===== config.mk =====
export PLATFORM = sky130hd
export DESIGN_NAME = arbitrating_multiplexor
export DESIGN_NICKNAME = d
export VERILOG_FILES = /design/src/rtl/arbitrating_multiplexor_pkg.sv /design/src/rtl/rr_priority_picker.sv /design/src/rtl/arbitrating_multiplexor.sv
export SDC_FILE = /design/constraint.sdc
export NUM_CORES = 1
export LEC_CHECK = 0
export CAP_MARGIN = 20
export CORE_MARGIN = 10
export CORE_UTILIZATION = 30
export CTS_BUF_LIST = sky130_fd_sc_hd__clkbuf_16
export CTS_CLUSTER_SIZE = 16
export DETAILED_ROUTE_END_ITERATION = 10
export SKIP_LAST_GASP = 1
export SYNTH_ARGS = -nofsm -noshare
export SYNTH_HDL_FRONTEND = slang
export SYNTH_HIERARCHICAL = 1
export SYNTH_SLANG_ARGS = --single-unit

===== constraint.sdc =====
create_clock -name clk -period 3.5 [get_ports clk]
set_input_delay 0.7 -clock clk [delete_from_list [all_inputs] [get_ports clk]]
set_output_delay 0.7 -clock clk [all_outputs]
set_load 0.1 [all_outputs]

===== src/rtl/arbitrating_multiplexor_pkg.sv =====
// Shared types and sizing helpers for the arbitrating multiplexor.
// The source count is always a power of two derived from the address width.
package arbitrating_multiplexor_pkg;

  typedef enum logic {
    IDLE   = 1'b0,
    LOCKED = 1'b1
  } state_t;

  function automatic int num_sources(input int address_width);
    return 1 << address_width;
  endfunction

endpackage


===== src/rtl/rr_priority_picker.sv =====
// Combinational round-robin picker: the search starts at the pointer and wraps.
// The request vector is rotated, the first set bit is found, and the offset is rotated back.
module rr_priority_picker
  import arbitrating_multiplexor_pkg::*;
#(
  parameter int ADDRESS_WIDTH = 2,
  localparam int N = num_sources(ADDRESS_WIDTH)
) (
  input  logic [N-1:0]             request,
  input  logic [ADDRESS_WIDTH-1:0] pointer,
  output logic [N-1:0]             grant,
  output logic [ADDRESS_WIDTH-1:0] winner,
  output logic                     any_grant
);

  logic [N-1:0]             rotated;
  logic [ADDRESS_WIDTH-1:0] offset;
  logic                     found;

  // Rotation index arithmetic wraps naturally at ADDRESS_WIDTH bits.
  always_comb begin
    rotated = '0;
    for (int i = 0; i < N; i++) begin
      rotated[i] = request[ADDRESS_WIDTH'(i) + pointer];
    end
  end

  always_comb begin
    offset = '0;
    found  = 1'b0;
    for (int i = 0; i < N; i++) begin
      if (rotated[i] && !found) begin
        offset = ADDRESS_WIDTH'(i);
        found  = 1'b1;
      end
    end
  end

  assign any_grant = |request;
  assign winner    = pointer + offset;
  assign grant     = any_grant ? ({{(N-1){1'b0}}, 1'b1} << winner) : '0;

endmodule


===== src/rtl/arbitrating_multiplexor.sv =====
// N-to-1 packet multiplexor with round-robin arbitration held for whole packets.
// The winning source index travels with each beat on out_address.
module arbitrating_multiplexor
  import arbitrating_multiplexor_pkg::*;
#(
  parameter int ADDRESS_WIDTH = 2,
  parameter int DATA_WIDTH    = 8,
  localparam int N = num_sources(ADDRESS_WIDTH)
) (
  input  logic                    clk,
  input  logic                    rst_n,
  input  logic [N-1:0]            in_valid,
  output logic [N-1:0]            in_ready,
  input  logic [N*DATA_WIDTH-1:0] in_data,
  input  logic [N-1:0]            in_last,
  output logic                    out_valid,
  input  logic                    out_ready,
  output logic [DATA_WIDTH-1:0]   out_data,
  output logic                    out_last,
  output logic [ADDRESS_WIDTH-1:0] out_address
);

  // Handshake: a beat moves on a channel in any cycle where valid and ready are both
  // high at the rising edge; valid never waits on ready, and in_ready is combinational.

  state_t                   state, next_state;
  logic [ADDRESS_WIDTH-1:0] pointer, owner, winner, sel;
  logic [N-1:0]             grant;
  logic                     any_grant;
  logic                     can_load, accept, sel_last;
  logic [DATA_WIDTH-1:0]    sel_data;

  rr_priority_picker #(.ADDRESS_WIDTH(ADDRESS_WIDTH)) u_picker (
    .request   (in_valid),
    .pointer   (pointer),
    .grant     (grant),
    .winner    (winner),
    .any_grant (any_grant)
  );

  assign can_load = !out_valid || out_ready;
  assign sel      = (state == IDLE) ? winner : owner;
  assign sel_last = in_last[sel];
  assign sel_data = in_data[sel*DATA_WIDTH +: DATA_WIDTH];
  assign accept   = |(in_valid & in_ready);

  // State register
  always_ff @(posedge clk or negedge rst_n) begin
    if (!rst_n) state <= IDLE;
    else        state <= next_state;
  end

  // Next-state logic
  always_comb begin
    next_state = state;
    case (state)
      IDLE:    if (accept && !sel_last) next_state = LOCKED;
      LOCKED:  if (accept && sel_last)  next_state = IDLE;
      default: next_state = IDLE;
    endcase
  end

  // Grant outputs; a locked owner blocks everyone else even while it idles.
  always_comb begin
    in_ready = '0;
    case (state)
      IDLE:    in_ready = any_grant ? (grant & {N{can_load}}) : '0;
      LOCKED:  in_ready[owner] = in_valid[owner] & can_load;
      default: in_ready = '0;
    endcase
  end

  always_ff @(posedge clk or negedge rst_n) begin
    if (!rst_n) begin
      pointer <= '0;
      owner   <= '0;
    end else begin
      if (state == IDLE && accept) owner <= winner;
      if (accept && sel_last)      pointer <= sel + ADDRESS_WIDTH'(1);
    end
  end

  always_ff @(posedge clk or negedge rst_n) begin
    if (!rst_n) begin
      out_valid   <= 1'b0;
      out_data    <= '0;
      out_last    <= 1'b0;
      out_address <= '0;
    end else if (can_load) begin
      out_valid <= accept;
      if (accept) begin
        out_data    <= sel_data;
        out_last    <= sel_last;
        out_address <= sel;
      end
    end
  end

endmodule


==> results of run 1 <==
==> cells in the mapped netlist (2+ instances only) <==
cell / count
mux2_4: 4
o21a_1: 2
o22a_1: 2
and3b_1: 3
xor2_1: 2
dfrtp_1: 17
inv_1: 3
a21oi_1: 7
o21ai_1: 2
nor2b_1: 3
nor4_1: 2
xnor2_1: 2
nand2b_1: 4
nand2_1: 8
mux2_2: 6
mux2i_1: 6
nor2_1: 7
buf_6: 3
mux4_2: 9
mux2_1: 3
==> kinds of logic after synthesis <==
logic type	after synthesis
simple gates	34
compound gates	22
fa+ha+maj	1
mux	29
xor+xnor	4
buf+inv	10
flops	17
==> critical path: stages <==
cell      delay, ps
clkbuf_2        130
nor2_2          170
o21a_1          170
a21oi_2          60
o211ai_1        120
ha_2            330
nor2_2          130
nand2_1          80
mux2i_1         120
and3b_1         200
a21oi_1          80
nor2_4          120
buf_12          180
==> state kept, by name, indices dropped and copies added, names as in the netlist, named ones only <==
| name | count |
|---|---|
| out_last | 1 |
| out_valid | 1 |
| out_data | 8 |
| out_address | 2 |
| pointer | 2 |
| owner | 2 |
==> worst max-delay path by stage <==
| stage | to | cells past startpoint | slack (ps) | startpoint |
|---|---|---|---|---|
| 2_1_floorplan | in_ready[3] | 10 | 130 | in_valid[2] |
| 3_3_place_gp | in_ready[3] | 11 | -150 | in_valid[2] |
| 3_5_place_dp | in_ready[1] | 12 | -190 | in_valid[3] |
| 4_1_cts | in_ready[1] | 11 | 30 | in_valid[2] |
| 5_1_grt | in_ready[2] | 13 | 0.5 | in_valid[1] |
| 6_report | in_ready[0] | 13 | 200 | in_valid[3] |
==> routing by layer <==
layer | vias to the layer above | global-route usage (%) | share of wire [%]
li1 | 577 | - | -
met1 | 573 | 11.4 | 40
met2 | 58 | 16.0 | 45
met3 | 6 | 6.74 | 13
met4 | 0 | 3.68 | 1.5
met5 | - | 0 | 0
==> stage by stage <==
step	std cells	cell area (um^2)	utilization (%)	hold slack, ps	setup TNS, ps
floorplan	117	1380	-	404	0
global placement	235	2130	48.9	491	-1100
detailed placement	235	2130	48.9	500	-1910
CTS	239	2210	50.8	512	0
global route	239	2240	51.4	531	0
finish	239	2240	51.4	508	0
==> placed cells by master (no fill, tap or decap), drive strengths merged, types with 7 or more instances in the layout <==
master / netlist / routed
nor2: 7 / 7
mux4: 9 / 9
a21oi: 7 / 7
nand2: 9 / 9
mux2i: 7 / 7
clkbuf: 1 / 7
buf: 6 / 19
dfrtp: 17 / 17
mux2: 13 / 13
clkdlybuf4s50: 0 / 50
==> final cells by class <==
class / count / area (um^2) / share of cell area, %
Clock buffer: 3 / 75.1 / 3.36
Tap cell: 52 / 65.1 / 2.91
Sequential cell: 17 / 425 / 19.0
Inverter: 3 / 11.3 / 0.503
Timing Repair Buffer: 73 / 713 / 31.9
Clock inverter: 1 / 3.75 / 0.168
Multi-Input combinational cell: 90 / 943 / 42.2
==> what timing repair did <==
| item | 4_1_cts | 5_1_grt |
|---|---|---|
| setup endpoints to repair | 4 | 4 |
| pin swaps | 1 | 6 |
| resized for setup | 6 | 17 |
| hold buffers | 0 | 0 |
==> summary.txt, run 1 <==
Synthesis
  – Mapped cell area: 0.00135 mm^2
  – Synth Area in Compound Gates: 13.2%
  – Synth area leader: dfrtp_1
  – EDFF count, synth: 0
  – Ranking of synthesized cells by area: dfrtp_1 (32%), mux4_2 (15%), mux2_2 (5.0%), mux2i_1 (4.5%), mux2_4 (4.5%)
  – Yosys cell types: 42
  – Synth Net Count: 161
  – FFs w/ async S/R, synth: 100%
  – Synth Warn #: 6
  – Register area share after synthesis: 31.6%
  – Seq cells post-synth: 17
  – Mean area per synthesized cell: 11.5 um^2
  – Largest family of logic cells by synthesized area: multiplexers
  – Post-Synth Simple-Gate Area: 14.3%
  – Post-synth top area share: 31.6%
  – Synth Area in XOR/XNOR: 2.60%
  – Post-synthesis mux area share: 32.5%
  – Instance count of the mapped netlist: 117
  – Top FF cell, synth: dfrtp_1
  – Adder-Cell Fraction of Synth Area: 0.929%

Critical path
  – RR Startpoint: pointer[0]
  – Kind of critical path: in2out
  – Startpoint type of the worst setup path: input pin
  – Worst-path maximum fanout: 5
  – Worst setup EP type: primary output
  – R2r worst-path depth: 13
  – Reg2Reg Setup Slack: 510 ps
  – R2r endpoint: out_data[7]
  – Critical path arrival: 2600 ps
  – CP Data Required Time: 2800 ps

Timing
  – Final setup vio count: 0
  – RSZ-0062 raised after global routing: false
  – Final hold vios: 0
  – FMAX: 303 MHz
  – Setup WS post-layout: 204 ps
  – Slew HR: 29.1%
  – Final min period: 3300 ps
  – Worst Max-Slew Pin Slew: 1060 ps
  – Max-slew violation count: 0
  – Worst Clk Skew: 2.67 ps
  – Tcrit/Tclk final: 94.2%

Clock tree
  – Clock sink count: 17
  – Num CTS Buffers: 3
  – H-Tree Level Count: 1
  – Clk buf depth: 2
  – CTS tree: done
  – Clock root cell: clkbuf_16
  – Clk_lat worst skew: 240 ps
  – Post-CTS Setup Bufs: 0
  – Clock Pin Slew Worst Setup and Hold Paths: 50 ps

Drt
  – Wirelength, routed: 4020 um
  – DRC Markers: 0
  – Vias: 1214
  – Vias per cell: 5.08
  – Antenna-violating nets left: 0
  – Initial DRC Count: 35
  – DRT Pass-1 Iters: 4
  – Routed wire per std cell: 16.8 um

GRT
  – GRT Total Usage: 10.5%
  – Initial antenna violation count: 0
  – Global-route wire length before repair: 6470 um
  – Grt total ovfl: 0
  – Largest net degree at the start of global routing: 18
  – Vias in the first global route: 1448

Floorplan
  – Die Y: 87.0 um
  – Cell Rows: 24
  – Die area: 0.00757 mm^2
  – Initial Util: 30.9%
  – Die W: 87.0 um
  – I/O pin cnt: 59
  – Core area: 0.00435 mm^2

Hold path
  – Sink of the worst hold path: out_data[4]
  – Hold Crit Class: reg2reg
  – Worst Hold Depth: 1
  – Worst Min Path Start: out_data[4]

Finish
  – NumNets Final: 232
  – Fillers: 392
  – Area Overhead vs Synth: 66.2%
  – Diodes inserted: 0
  – Fraction of layout cells with a size suffix above 1: 35.3%

Placed design
  – DP Worst Slack: -190 ps
  – Routability Congestion: 0.781
  – DP Wirelength: 3300 um
  – # port buffers: 58

Flow run
  – Max-cap violations: 0

Outcome
  – Status: complete, no violations
Power of run 1 is left out: the tool's default activity adds up to more than one toggle a clock period on the data nets, which glitch-free logic cannot reach.
==> inputs of run 2 (changes only) <==
- CTS_CLUSTER_DIAMETER: default -> 50
- REMOVE_ABC_BUFFERS: default -> 1
==> summary.txt, run 2 (same netlist as run 1, synthesis figures left out) <==
Floorplan
  – I/O pin cnt: 59 (unchanged)
  – Initial Util: 30.9% (unchanged)
  – Die area: 0.00757 mm^2 (unchanged)
  – Die W: 87.0 um (unchanged)
  – Die Y: 87.0 um (unchanged)
  – Cell Rows: 24 (unchanged)
  – Core area: 0.00435 mm^2 (unchanged)

GRT
  – Initial antenna violation count: 0 (unchanged)
  – Vias in the first global route: 1331 (was 1448)
  – Largest net degree at the start of global routing: 18 (unchanged)
  – Grt total ovfl: 0 (unchanged)
  – Global-route wire length before repair: 6490 um (was 6470 um)
  – GRT Total Usage: 10.4% (was 10.5%)

Clock tree
  – Clk buf depth: 2 (unchanged)
  – Clock sink count: 17 (unchanged)
  – Clock root cell: clkbuf_16 (unchanged)
  – Num CTS Buffers: 3 (unchanged)
  – H-Tree Level Count: 1 (unchanged)
  – CTS tree: done (unchanged)
  – Hold Buf Count CTS: 0 (unchanged)
  – Clock Pin Slew Worst Setup and Hold Paths: 50 ps (about the same)
  – Clk_lat worst skew: 250 ps (was 240 ps)

Finish
  – Finished Layout Cells: 245 (was 239)
  – Commonest non-fill, non-tap cell in the layout: clkdlybuf4s50_1 (unchanged)
  – Most frequent cells in the layout: clkdlybuf4s50_1 (50), buf_4 (21), dfrtp_1 (17) (was clkdlybuf4s50_1 (50), dfrtp_1 (17), buf_4 (15))
  – Area Overhead vs Synth: 68.4% (was 66.2%)
  – Diodes inserted: 0 (unchanged)
  – NumNets Final: 238 (was 232)
  – Fraction of layout cells with a size suffix above 1: 37.8% (was 35.3%)
  – Max FFs per register: 8 (unchanged)
  – Sequential Area: 425 um^2 (unchanged)
  – Fillers: 372 (was 392)
  – Area of the multi-input gates: 927 um^2 (was 943 um^2)
  – Largest reg by FF count: out_data (unchanged)

Drt
  – Antenna-violating nets left: 0 (unchanged)
  – Initial DRC Count: 23 (was 35)
  – DRT Pass-1 Iters: 3 (was 4)
  – DRC Markers: 0 (unchanged)
  – Routed wire per std cell: 16.1 um (was 16.8 um)
  – Vias: 1239 (was 1214)
  – Vias per cell: 5.06 (was 5.08)
  – Wirelength, routed: 3950 um (was 4020 um)

Timing
  – Setup WS post-layout: 236 ps (was 204 ps)
  – RSZ-0062 raised after global routing: false (unchanged)
  – Final min period: 3260 ps (was 3300 ps)
  – Max-slew violation count: 0 (unchanged)
  – FMAX: 306 MHz (was 303 MHz)
  – Final setup vio count: 0 (unchanged)
  – Tcrit/Tclk final: 93.3% (was 94.2%)
  – Slew HR: 33.7% (was 29.1%)
  – Final hold vios: 0 (unchanged)
  – Worst Max-Slew Pin Slew: 992 ps (was 1060 ps)
  – Worst Clk Skew: 2.52 ps (was 2.67 ps)

Critical path
  – CP Data Required Time: 2800 ps (about the same)
  – RR Startpoint: pointer[0] (unchanged)
  – Startpoint type of the worst setup path: input pin (unchanged)
  – Kind of critical path: in2out (unchanged)
  – Reg2Reg Setup Slack: 350 ps (was 510 ps)
  – R2r worst-path depth: 14 (was 13)
  – Delay-heaviest family, CP: simple AND/OR/NAND/NOR gates (unchanged)
  – Slowest CP cell: ha_2 (unchanged)
  – Critical path buffer and inverter count: 2 (unchanged)
  – Crit path cell chain: clkbuf_2, nor2_2, nor4_2, a21oi_2, o211ai_1, ha_2, nor2b_2, nand2_1, mux2i_1, nand2_1, a21oi_2, buf_12 (was clkbuf_2, nor2_2, o21a_1, a21oi_2, o211ai_1, ha_2, nor2_2, nand2_1, mux2i_1, and3b_1, a21oi_1, nor2_4, buf_12)
  – R2r endpoint: out_data[0] (was out_data[7])
  – CP max stage delay: 380 ps (was 330 ps)
  – Worst setup EP type: primary output (unchanged)
  – Worst-path maximum fanout: 4 (was 5)
  – Critical path arrival: 2560 ps (was 2600 ps)

Hold path
  – Worst Hold Depth: 1 (unchanged)
  – Hold Crit Class: reg2reg (unchanged)
  – Worst Min Path Start: out_data[4] (unchanged)
  – Sink of the worst hold path: out_data[4] (unchanged)

Placed design
  – # port buffers: 58 (unchanged)
  – DP Worst Slack: -207 ps (was -190 ps)
  – DP Wirelength: 3250 um (was 3300 um)
  – Number of placed cells counting well taps: 238 (was 235)
  – Routability Congestion: 0.823 (was 0.781)

Outcome
  – Status: complete, no violations (unchanged)

Flow run
  – Max-cap violations: 0 (unchanged)
-- run 2: cell types whose count changed in the layout (fill, tap and decap cells not counted), sizes merged --
cell | before | now
buf | 19 | 25
clkinv | 0 | 1
inv | 4 | 3
-- run 2: area by class of cell --
cell class / count / share of cell area (%)
well taps: 52 / 2.87
clock inverters: 1 / 0.221
clock buffers: 3 / 3.31
multi-input cells: 90 / 40.9
flip-flops and latches: 17 / 18.8
inverters: 3 / 0.497
repair buffers: 79 / 33.4
-- run 2: worst max-delay path by stage --
stage / end / from / depth (start not counted) / slack [ps]
3_3_place_gp: in_ready[2] / in_valid[3] / 13 / -200
3_5_place_dp: in_ready[2] / in_valid[3] / 13 / -210
4_1_cts: in_ready[0] / in_valid[2] / 13 / 60
6_report: in_ready[1] / in_valid[3] / 12 / 240
5_1_grt: in_ready[2] / pointer[0] / 12 / 60
2_1_floorplan: in_ready[3] / in_valid[2] / 9 / -580
-- run 2: metrics by stage --
| stage | utilization, % | TNS [ps] | hold WS [ps] | cell area, um^2 |
|---|---|---|---|---|
| floorplan | - | -1990 | 404 | 1290 |
| global placement | 48.5 | -1690 | 494 | 2110 |
| detailed placement | 48.5 | -2220 | 495 | 2110 |
| CTS | 50.8 | 0 | 506 | 2210 |
| global route | 52.1 | 0 | 523 | 2270 |
| finish | 52.1 | 0 | 504 | 2270 |
-- run 2: metal layers --
layer | vias up | GRT usage, % | routed length, um
met2 | 52 | 15.4 | 1790
met3 | 3 | 6.18 | 478
met5 | - | 0 | 0
met4 | 0 | 1.77 | 21
met1 | 591 | 12.8 | 1650
li1 | 593 | - | -
-- run 2: what timing repair did --
item / 4_1_cts / 5_1_grt
pin swaps: 3 / 8
resized for setup: 10 / 18
endpoints found under the setup margin: 4 / 4
buffers inserted: 0 / 3
endpoints found under the hold margin: 0 / 0
-- run 2: worst reg2reg max path, stage by stage, from the launching register on --
cell	delay, ps
dfrtp_1	600
nand2_1	120
o22ai_2	170
nand2_1	70
o211ai_1	110
ha_2	330
nor2b_2	170
nand2_1	90
mux2i_1	90
buf_4	140
a22o_1	240
a32oi_2	210
a31oi_4	170
buf_4	230
mux2_4	300
Power of run 2 is left out for the same reason.
